===== src/rtl/pending_encoder8_3_pkg.sv =====
// Shared constants and helpers for the sequential 8-to-3 pending-event encoder.
package pending_encoder_pkg;

    localparam int N = 8;
    localparam int W = 3;

    // Turns an issued code into the one-hot mask of the pending bit it claims.
    function automatic logic [N-1:0] onehot_dec(input logic [W-1:0] code);
        logic [N-1:0] mask;
        mask       = '0;
        mask[code] = 1'b1;
        return mask;
    endfunction

endpackage


===== src/rtl/pending_encoder8_3_if.sv =====
// Request/pending/output-stream bundle of the pending encoder.
interface pending_encoder8_3_if;
    import pending_encoder_pkg::*;

    logic [N-1:0] req;
    logic [W-1:0] out_code;
    logic         out_valid;
    logic         out_ready;
    logic [N-1:0] pending;
    logic         ovf;

    // The encoder masters the code stream and consumes the request lines.
    modport master (
        input  req,
        input  out_ready,
        output out_code,
        output out_valid,
        output pending,
        output ovf
    );

    modport slave (
        output req,
        output out_ready,
        input  out_code,
        input  out_valid,
        input  pending,
        input  ovf
    );
endinterface


===== src/rtl/pending_encoder8_3_prio_enc8.sv =====
// Combinational 8-way priority search from a start index; direction is descending
// (fixed priority) by default and ascending with wrap when ROUND_ROBIN_EN is defined.
module prio_enc8
    import pending_encoder_pkg::*;
(
    input  logic [N-1:0] vec,
    input  logic [W-1:0] start,
    output logic [W-1:0] code,
    output logic         any
);

    logic [W-1:0] w_idx [N];
    logic [N-1:0] w_rot;

    // w_rot[k] is the k-th candidate in search order; index arithmetic wraps mod 8.
    genvar gi;
    generate
        for (gi = 0; gi < N; gi++) begin : g_rot
`ifdef ROUND_ROBIN_EN
            assign w_idx[gi] = start + W'(gi);
`else
            assign w_idx[gi] = start - W'(gi);
`endif
            assign w_rot[gi] = vec[w_idx[gi]];
        end
    endgenerate

    always_comb begin
        code = '0;
        any  = 1'b0;
        for (int k = N - 1; k >= 0; k--) begin
            if (w_rot[k]) begin
                code = w_idx[k];
                any  = 1'b1;
            end
        end
    end

endmodule


===== src/rtl/pending_encoder8_3.sv =====
// Sequential 8-to-3 priority encoder: rising request edges become pending events,
// issued one code at a time over valid/ready. ROUND_ROBIN_EN selects rotating priority.
module pending_encoder8_3
    import pending_encoder_pkg::*;
(
    input  logic                  CP,
    input  logic                  CR,
    pending_encoder8_3_if.master  bus
);

    logic [N-1:0] r_req_q;
    logic [N-1:0] r_pending;
    logic [W-1:0] r_out_code;
    logic         r_out_valid;
    logic         r_ovf;

    logic [N-1:0] w_rise;
    logic         w_load;
    logic [W-1:0] w_start;
    logic [W-1:0] w_code;
    logic         w_any;
    logic         w_claim;
    logic [N-1:0] w_claim_mask;
    logic [N-1:0] w_pending_next;
    logic         w_ovf_next;

`ifdef ROUND_ROBIN_EN
    logic [W-1:0] r_rr_last;

    assign w_start = r_rr_last + 1'b1;

    always_ff @(posedge CP or negedge CR) begin
        if (!CR) begin
            r_rr_last <= W'(N - 1);
        end else if (w_claim) begin
            r_rr_last <= w_code;
        end
    end
`else
    assign w_start = W'(N - 1);
`endif

    prio_enc8 u_prio (
        .vec   (r_pending),
        .start (w_start),
        .code  (w_code),
        .any   (w_any)
    );

    assign w_rise       = bus.req & ~r_req_q;
    assign w_load       = ~r_out_valid | bus.out_ready;
    assign w_claim      = w_load & w_any;
    assign w_claim_mask = w_claim ? onehot_dec(w_code) : '0;

    // A rise on the bit being claimed this cycle re-arms it rather than being lost.
    assign w_pending_next = (r_pending & ~w_claim_mask) | w_rise;
    assign w_ovf_next     = |(w_rise & r_pending & ~w_claim_mask);

    always_ff @(posedge CP or negedge CR) begin
        if (!CR) begin
            r_req_q     <= '0;
            r_pending   <= '0;
            r_out_code  <= '0;
            r_out_valid <= 1'b0;
            r_ovf       <= 1'b0;
        end else begin
            r_req_q   <= bus.req;
            r_pending <= w_pending_next;
            r_ovf     <= w_ovf_next;
            if (w_load) begin
                r_out_valid <= w_any;
                if (w_any) begin
                    r_out_code <= w_code;
                end
            end
        end
    end

    assign bus.out_code  = r_out_code;
    assign bus.out_valid = r_out_valid;
    assign bus.pending   = r_pending;
    assign bus.ovf       = r_ovf;

endmodule


===== src/flat_wrapper.sv =====
// flat-port wrapper written by rule: the top's interface ports become plain ports
module pending_encoder8_3_flat import pending_encoder_pkg::*;
  (CP, CR, bus_req, bus_out_ready, bus_out_code, bus_out_valid, bus_pending, bus_ovf);
  pending_encoder8_3_if bus_i ();
  input  logic CP;
  input  logic CR;
  input wire logic [$bits(bus_i.req)-1:0] bus_req;
  input wire logic [$bits(bus_i.out_ready)-1:0] bus_out_ready;
  output wire logic [$bits(bus_i.out_code)-1:0] bus_out_code;
  output wire logic [$bits(bus_i.out_valid)-1:0] bus_out_valid;
  output wire logic [$bits(bus_i.pending)-1:0] bus_pending;
  output wire logic [$bits(bus_i.ovf)-1:0] bus_ovf;
  assign bus_i.req = bus_req;
  assign bus_i.out_ready = bus_out_ready;
  assign bus_out_code = bus_i.out_code;
  assign bus_out_valid = bus_i.out_valid;
  assign bus_pending = bus_i.pending;
  assign bus_ovf = bus_i.ovf;
  pending_encoder8_3 u_core (.CP(CP), .CR(CR), .bus(bus_i));
endmodule

===== config.mk =====
export PLATFORM = sky130hd
export DESIGN_NAME = pending_encoder8_3_flat
export DESIGN_NICKNAME = d
export VERILOG_FILES = /design/src/rtl/pending_encoder8_3_pkg.sv /design/src/rtl/pending_encoder8_3_if.sv /design/src/rtl/pending_encoder8_3_prio_enc8.sv /design/src/rtl/pending_encoder8_3.sv /design/src/flat_wrapper.sv
export SDC_FILE = /design/constraint.sdc
export NUM_CORES = 1
export LEC_CHECK = 0
export CAP_MARGIN = 5
export CORE_UTILIZATION = 46
export CTS_CLUSTER_DIAMETER = 150
export DETAILED_ROUTE_END_ITERATION = 10
export PLACE_DENSITY = 0.76
export SLEW_MARGIN = 20
export SYNTH_ARGS = -nofsm -noshare
export SYNTH_HDL_FRONTEND = slang
export SYNTH_SLANG_ARGS = --single-unit

===== constraint.sdc =====
create_clock -name CP -period 2.5 [get_ports CP]
set_input_delay 0.5 -clock CP [delete_from_list [all_inputs] [get_ports CP]]
set_output_delay 0.5 -clock CP [all_outputs]
set_load 0.005 [all_outputs]

Yosys cells after proc, flatten, opt, wreduce, memory -nomap -nowiden
Cells that the tools add are included.
{ "classes": {"n_lt_le_gt_ge": 2, "mux": 18, "bitwise": 10, "n_reduce_logical": 3} }
{ "op_table": {"columns": ["operator", "count"], "rows": [
  ["8-bit AND", 4],
  ["3-bit 2-to-1 mux", 6],
  ["8-bit inverter", 2],
  ["1-bit 2-to-1 mux", 10],
  ["8-bit 2-to-1 mux", 1],
  ["8-bit OR", 1],
  ["8-bit OR reduction", 1],
  ["3-bit by 4-bit less-than comparator with 1-bit output (second input constant)", 1],
  ["1-bit demux with 3-bit select", 1],
  ["3-bit by 1-bit >= comparator with 1-bit output (second input constant)", 1],
  ["2-bit AND reduction", 1],
  ["1-bit AND", 1],
  ["1-bit logical AND", 1],
  ["1-bit inverter", 1],
  ["1-bit OR", 1]
]} }
{ "totals": {"register_bits": 21, "in_bits": 11, "out_inout_bits": 13} }

Logic depth before layout (Yosys ltp)
Gate-level depths: netlist (run 1).
{ "depth": {"word_depth": 15, "mapped_depth": 5, "depth_no_buf": 4} }

Hierarchy
From an unflattened synthesis (run 1), not the netlist that was laid out.
{ "hier_totals": {"cells_unflattened": 154, "area_unflattened_um2": 1565.3} }
{ "modules_own_cells": {"columns": ["mod", "n_inst", "cells_each", "area_per_inst_um2", "seq_area_each_um2"], "rows": [
  ["pending_encoder8_3", 1, 69, 805.8, 525.5],
  ["prio_enc8", 1, 85, 759.5, 0.0]
]} }

Least setup slack after synthesis (run 1)
No wires, ideal clock.
{ "synth_path": {"path_type": "reg2reg", "start": "register u_core.r_pending[7] (netlist: u_core.bus.pending[7])", "end": "register u_core.r_ovf (netlist: u_core.bus.ovf)", "setup_time_ps": 139, "t_arrival_ps": 1813, "required_time_ps": 2361, "setup_slack_ps": 549, "path_stages_with_launch": 5, "n_path_buf": 0, "cell_sequence": "dfrtp_1 > or4_4 > o41ai_2 > o221ai_1 > or4_1"} }
{ "synth_between": {"elab_chain_len": 9, "elab_cells_between_ends": 13, "cone_classes": "2 x order compare; 5 x mux; 4 x bitwise; 2 x reduce/logical"} }
{ "synth_lines": {"columns": ["item", "line_no", "source"], "rows": [
  ["start, declared", "pending_encoder8_3.sv:12", "logic [N-1:0] r_pending;"],
  ["start signal, assigned", "pending_encoder8_3.sv:68", "r_pending <= w_pending_next;"],
  ["3-bit 2-to-1 mux", "pending_encoder8_3_prio_enc8.sv:32", "if (w_rot[k]) begin"],
  ["3-bit by 4-bit less-than comparator with 1-bit output (implied by the code) or 3-bit by 1-bit >= comparator with 1-bit output (tied branches)", "pending_encoder8_3_pkg.sv:11", "mask[code] = 1'b1;"],
  ["1-bit logical AND (implied by the code)", "pending_encoder8_3_pkg.sv:11", null],
  ["1-bit 2-to-1 mux (implied by the code)", "pending_encoder8_3_pkg.sv:11", null],
  ["1-bit demux with 3-bit select", "pending_encoder8_3_pkg.sv:11", null],
  ["8-bit 2-to-1 mux", "pending_encoder8_3.sv:53", "assign w_claim_mask = w_claim ? onehot_dec(w_code) : '0;"],
  ["8-bit inverter", "pending_encoder8_3.sv:57", "assign w_ovf_next = |(w_rise & r_pending & ~w_claim_mask);"],
  ["8-bit AND (*)", "pending_encoder8_3.sv:57", null],
  ["8-bit OR reduction (*)", "pending_encoder8_3.sv:57", null],
  ["net u_core.w_ovf_next", "pending_encoder8_3.sv:25", "logic w_ovf_next;"],
  ["end signal, assigned", "pending_encoder8_3.sv:69", "r_ovf <= w_ovf_next;"],
  ["end, declared", "pending_encoder8_3.sv:15", "logic r_ovf;"]
]} }
Mark *: on every way through the listed nets, which the timed path passes. The rest lies on a longest branch.
A chain may end at the register's enable or synchronous reset.

Worst setup path after layout (run 1)
Ends and elaborated chain as after synthesis.

==> results of run 1 <==
-- metal layers --
metal,vias to the layer above,wire length (microns),part of all wire,track usage
li1,347,-,-,-
met1,324,767,0.47,0.239
met2,18,770,0.47,0.282
met3,5,67,0.041,0.0235
met4,0,29,0.018,0.0882
met5,-,0,0,0
-- sequential cells by signal, summed over array words and instances (netlist names) --
signal	cells
u_core.bus.pending	8
u_core.bus.ovf	1
u_core.r_req_q	8
u_core.bus.out_code	3
u_core.bus.out_valid	1
-- stage by stage --
| step | utilization | hold WS [ps] |
|---|---|---|
| after floorplan | - | 204 |
| after global placement | 0.651 | 414 |
| after detailed placement | 0.651 | 420 |
| after CTS | 0.665 | 436 |
| after global routing | 0.665 | 454 |
| final | 0.665 | 432 |
-- power groups by stage --
stage	Clock, mW	Sequential (mW)	Combinational (mW)
2_1_floorplan	0	0.391	0.0452
3_3_place_gp	0	0.393	0.111
3_5_place_dp	0	0.394	0.114
4_1_cts	0.165	0.388	0.115
5_1_grt	0.177	0.391	0.126
6_report	0.160	0.387	0.113
-- cell families (layout without fill, tap and decap cells) --
kind of cell           after synthesis  count (layout)  synth area share
DFF                                 21              21             0.585
AOI/OAI and AO/OA                   23              23             0.181
and+or+nand+nor                     27              27             0.188
buffers and inverters               10              37            0.0460
-- cell usage in the layout (no fill, tap or decap), drive strengths merged, types with 3 or more instances in the layout --
master / count
nand2: 6
dfrtp: 21
inv: 9
o21ai: 8
or2b: 3
clkdlybuf4s50: 23
and3b: 3
nor2: 5
clkbuf: 4
-- area by class of cell --
type | count | area [sq um] | share of cell area
clock buffers | 4 | 26.3 | 0.0222
inverters | 9 | 33.8 | 0.0285
multi-input cells | 50 | 332 | 0.280
well taps | 25 | 31.3 | 0.0264
repair buffers | 24 | 238 | 0.200
flip-flops and latches | 21 | 526 | 0.443
-- critical path, delay by kind of cell, from the launching register on --
family	cells	cell delay, ps
AO/OA/AOI/OAI	2	490
flip-flops	1	470
AND/OR/NAND/NOR	2	1020
-- worst max path at each step --
stage               depth (start not counted)        endpoint  slack [ps]
floorplan                                   4  u_core.bus.ovf         550
global placement                            5  u_core.bus.ovf         260
detailed placement                          5  u_core.bus.ovf         200
CTS                                         4  u_core.bus.ovf         400
global route                                4  u_core.bus.ovf         340
finish                                      4  u_core.bus.ovf         400
==> flow_metrics.env, run 1 <==
export IMPL_vias=694
export IMPL_place_congestion=0.723
export IMPL_setup_viol=0
export IMPL_num_io_pins=24
export IMPL_tritoncts="yes"
export IMPL_pwr_share_clk=0.242
export IMPL_drv_slew=0
export IMPL_syn_inst=81
export IMPL_max_stage_delay_ps=600
export IMPL_setup_slack_ps=402
export IMPL_cp_end_kind="flop"
export IMPL_worstSetupPathType="reg -> reg"
export IMPL_synth_top_area_frac=0.585
export IMPL_grt_use_total=0.178
export IMPL_startpoint_type="flop"
export IMPL_drc=0
export IMPL_die_w_microns=46.2
export IMPL_ys_seq_elements=21
export IMPL_synth_edff_count=0
export IMPL_leakagePower_nw=0.493
export IMPL_place_area_sq_mm=0.00116
export IMPL_cp_data_arrival_time_ps=2280
export IMPL_clockBufferDepth=2
export IMPL_comb_power_share=0.171
export IMPL_dp_cells=129
export IMPL_pwr_share_seq=0.587
export IMPL_worstHoldPathCells=1
export IMPL_ys_seq_area_frac=0.585
export IMPL_ir_worst_vdd_v=0.000322
export IMPL_clock_root_buffer="clkbuf_4"
export IMPL_dieArea_sq_mm=0.00213
export IMPL_fmax_mhz=477
export IMPL_ys_types=29
export IMPL_period_share=0.839
export IMPL_post_cts_buffers=0
export IMPL_timing_rr_start="u_core.bus.pending[7]"
export IMPL_max_slew_margin=0.655
export IMPL_fin_area_sq_mm=0.00119
export IMPL_path_cells="or4_4 -> o41ai_2 -> o221ai_1 -> or4_1"
export IMPL_via_per_inst=5.22
export IMPL_cp_slowest_cell="or4_4"
export IMPL_worst_pin_slew_ps=512
export IMPL_ctsHoldBuffers=0
export IMPL_synth_most_common_cell="dfrtp_1"
export IMPL_yosys_top_cells_area="dfrtp_1 (58%), o21ai_0 (3.9%), inv_1 (3.8%)"
export IMPL_synth_async_reset_ratio=1.00
export IMPL_syn_num_nets=92
export IMPL_hold_class="reg -> reg"
export IMPL_ant_nets=0
export IMPL_n_antenna_cell=0
export IMPL_hpwl_microns=1240
export IMPL_core_sq_mm=0.00178
export IMPL_crit_path_start="u_core.bus.pending[7]"
export IMPL_rsz0062_at_grt="no"
export IMPL_grt_antenna_before_repair=0
export IMPL_grt_max_degree=22
export IMPL_die_h_microns=46.2
export IMPL_p_int_mw=0.494
export IMPL_overflow=0
export IMPL_cts_made_buffers=3
export IMPL_r2r_slack_ps=400
export IMPL_insertion_delay_ps=300
export IMPL_htree_levels=1
export IMPL_syn_area_per_cell_sq_um=11.1
export IMPL_layoutNonFillerInstCount=133
export IMPL_max_cap_violations=0
export IMPL_synth_main_ff_cell="dfrtp_1"
export IMPL_powerDensity_mw_per_mm2=556
export IMPL_dr_first_iter_drc_count=15
export IMPL_rr_endpoint="u_core.bus.ovf"
export IMPL_synth_area_sq_um=898
export IMPL_min_delay_start="u_core.r_req_q[0]"
export IMPL_clock_skew_ps=2.00
export IMPL_r2r_cells=4
export IMPL_grt_pass1_wl_microns=2630
export IMPL_final_nets=120
export IMPL_port_buffers=23
export IMPL_hold_violations=0
export IMPL_n_fill_cell=151
export IMPL_grt_pass1_vias=636
export IMPL_crit_path_max_fanout=7
export IMPL_wl_per_cell_microns=12.3
export IMPL_start_util=0.504
export IMPL_first_pass_iters=3
export IMPL_cts_resized=0
export IMPL_worstPathRequired_ps=2680
export IMPL_p_sw_frac=0.251
export IMPL_min_period_ps=2100
export IMPL_cts_sinks=21
export IMPL_area_growth_pct=32.0
export IMPL_tns_ps=0
export IMPL_routed_wl_microns=1630
export IMPL_rows=15
export IMPL_ys_top_cells_by_count="dfrtp_1 (21), inv_1 (9), o21ai_0 (7)"
export IMPL_yosys_area_top_type="dfrtp_1"
export IMPL_pre_cts_ws_ps=196
export IMPL_switching_power_mw=0.166
export IMPL_yosys_warnings=0
export IMPL_holdPathEnd="u_core.bus.pending[0]"
export IMPL_drive_gt1_frac=0.120
export IMPL_status="finished, final reports clean"
export IMPL_design_power_total_mw=0.660
export IMPL_clkTransAtPathRegs_ps=110
Power figures use the tool's default switching activity.
==> run 2, diff against run 1 <==
- CORE_UTILIZATION: 46 -> 41
- PLACE_DENSITY: 0.76 -> 0.72
- clock period: 2.5 -> 1.8 ns (I/O delays scaled with it)
==> flow_metrics.env, run 2 (synthesis results as in run 1) <==
export IMPL_status="finished, violations left"
export IMPL_violations="negative setup slack"
export IMPL_grt_use_total=0.178
export IMPL_setup_viol=1
export IMPL_die_w_microns=48.8
export IMPL_tns_ps=-143
export IMPL_crit_path_start="u_core.bus.pending[5]"
export IMPL_n_antenna_cell=0
export IMPL_grt_pass1_vias=728
export IMPL_ir_worst_vdd_v=0.000477
export IMPL_grt_pass1_wl_microns=3220
export IMPL_layoutNonFillerInstCount=152
export IMPL_fmax_mhz=515
export IMPL_grt_antenna_before_repair=0
export IMPL_rsz0062_at_grt="yes"
export IMPL_fin_area_sq_mm=0.00136
export IMPL_tritoncts="yes"
export IMPL_period_share=1.08
export IMPL_worstSetupPathType="reg -> reg"
export IMPL_startpoint_type="flop"
export IMPL_holdWs_ps=383
export IMPL_cts_sinks=21
export IMPL_setup_slack_ps=-143
export IMPL_p_int_mw=0.715
export IMPL_timing_rr_start="u_core.bus.pending[5]"
export IMPL_cts_made_buffers=3
export IMPL_pwr_share_clk=0.231
export IMPL_wl_per_cell_microns=13.0
export IMPL_via_per_inst=5.04
export IMPL_dr_first_iter_drc_count=16
export IMPL_num_io_pins=24
export IMPL_final_nets=137
export IMPL_clkTransAtPathRegs_ps=120
export IMPL_p_sw_frac=0.255
export IMPL_clock_skew_ps=7.98
export IMPL_area_growth_pct=51.5
export IMPL_cp_end_kind="flop"
export IMPL_start_util=0.449
export IMPL_dp_cells=148
export IMPL_switching_power_mw=0.244
export IMPL_max_slew_margin=0.669
export IMPL_min_period_ps=1940
export IMPL_comb_power_share=0.229
export IMPL_drive_gt1_frac=0.264
export IMPL_worst_pin_slew_ps=493
export IMPL_pwr_share_seq=0.541
export IMPL_port_buffers=23
export IMPL_crit_path_max_fanout=5
export IMPL_rows=16
export IMPL_n_fill_cell=153
export IMPL_overflow=0
export IMPL_final_cell_mix="clkdlybuf4s50_1 (23), dfrtp_1 (21), buf_4 (18)"
export IMPL_drv_slew=0
export IMPL_place_area_sq_mm=0.00131
export IMPL_worstPathRequired_ps=1970
export IMPL_vias=766
export IMPL_leakagePower_nw=0.584
export IMPL_grt_max_degree=22
export IMPL_insertion_delay_ps=300
export IMPL_post_cts_buffers=0
export IMPL_layout_commonest_cell="clkdlybuf4s50_1"
export IMPL_die_h_microns=48.8
export IMPL_place_congestion=0.806
export IMPL_first_pass_iters=4
export IMPL_htree_levels=1
export IMPL_drc=0
export IMPL_routed_wl_microns=1980
export IMPL_max_cap_violations=0
export IMPL_hold_class="in -> async"
export IMPL_ant_nets=0
export IMPL_clock_root_buffer="clkbuf_4"
export IMPL_dieArea_sq_mm=0.00238
export IMPL_hpwl_microns=1510
export IMPL_powerDensity_mw_per_mm2=705
export IMPL_hold_violations=0
export IMPL_clockBufferDepth=2
export IMPL_core_sq_mm=0.00200
export IMPL_r2r_cells=4
export IMPL_cp_data_arrival_time_ps=2110
run 2: cell types whose count changed in the layout (fill, tap and decap cells not counted):
cell,before,now
o221ai_2,0,1
buf_4,1,18
o41ai_4,0,1
o221ai_1,1,0
o41ai_2,1,0
o31ai_4,0,2
o31ai_1,2,0
o21ai_1,1,2
o21ai_0,7,6
run 2: worst paths after layout:
kind | endpoint | slack [ps]
max in group asynchronous | u_core.bus.ovf | 1200
min reg2reg | u_core.bus.pending[0] | 430
max | u_core.bus.ovf | -140
min in group CP | u_core.bus.pending[0] | 430
min | u_core.bus.pending[2] | 380
max reg2reg | u_core.bus.ovf | -140
run 2: metrics by stage:
stage	setup WS (ps)	power [mW]	utilization
after global routing	-207	1.01	0.680
after detailed placement	-281	0.742	0.654
final	-143	0.960	0.680
after floorplan	-71.8	0.607	-
after CTS	-197	0.964	0.667
after global placement	-247	0.736	0.654
run 2: per-layer routing:
metal	up-vias	share of wire	global-route usage	routed length [microns]
met3	4	0.033	0.0312	66
met2	18	0.50	0.301	992
met5	-	0	0	0
met1	365	0.45	0.229	899
met4	0	0.011	0.0637	22
li1	379	-	-	-
run 2: final cells by class:
type | instances | area [sq um] | share of cell area
flip-flops and latches | 21 | 526 | 0.386
multi-input cells | 50 | 377 | 0.277
clock buffers | 4 | 26.3 | 0.0193
repair buffers | 41 | 365 | 0.268
inverters | 9 | 33.8 | 0.0248
well taps | 27 | 33.8 | 0.0248
run 2: power groups by stage:
stage	sequential (mW)	combinational, mW	clock, mW
2_1_floorplan	0.543	0.0642	0
3_3_place_gp	0.528	0.209	0
3_5_place_dp	0.529	0.213	0
4_1_cts	0.519	0.214	0.231
5_1_grt	0.523	0.240	0.251
6_report	0.519	0.219	0.222
run 2: worst max-delay path: stages (launching register included):
cell and delay (ps):
dfrtp_1 390, or4_4 610, o21ai_1 210, o211ai_1 120, or4_1 490
run 2: timing repair:
action | 4_1_cts | 5_1_grt
setup endpoints to repair | 1 | 1
resized for setup | 0 | 3
hold buffers | 0 | 0
pin swaps | 0 | 1
cloned | 0 | 0
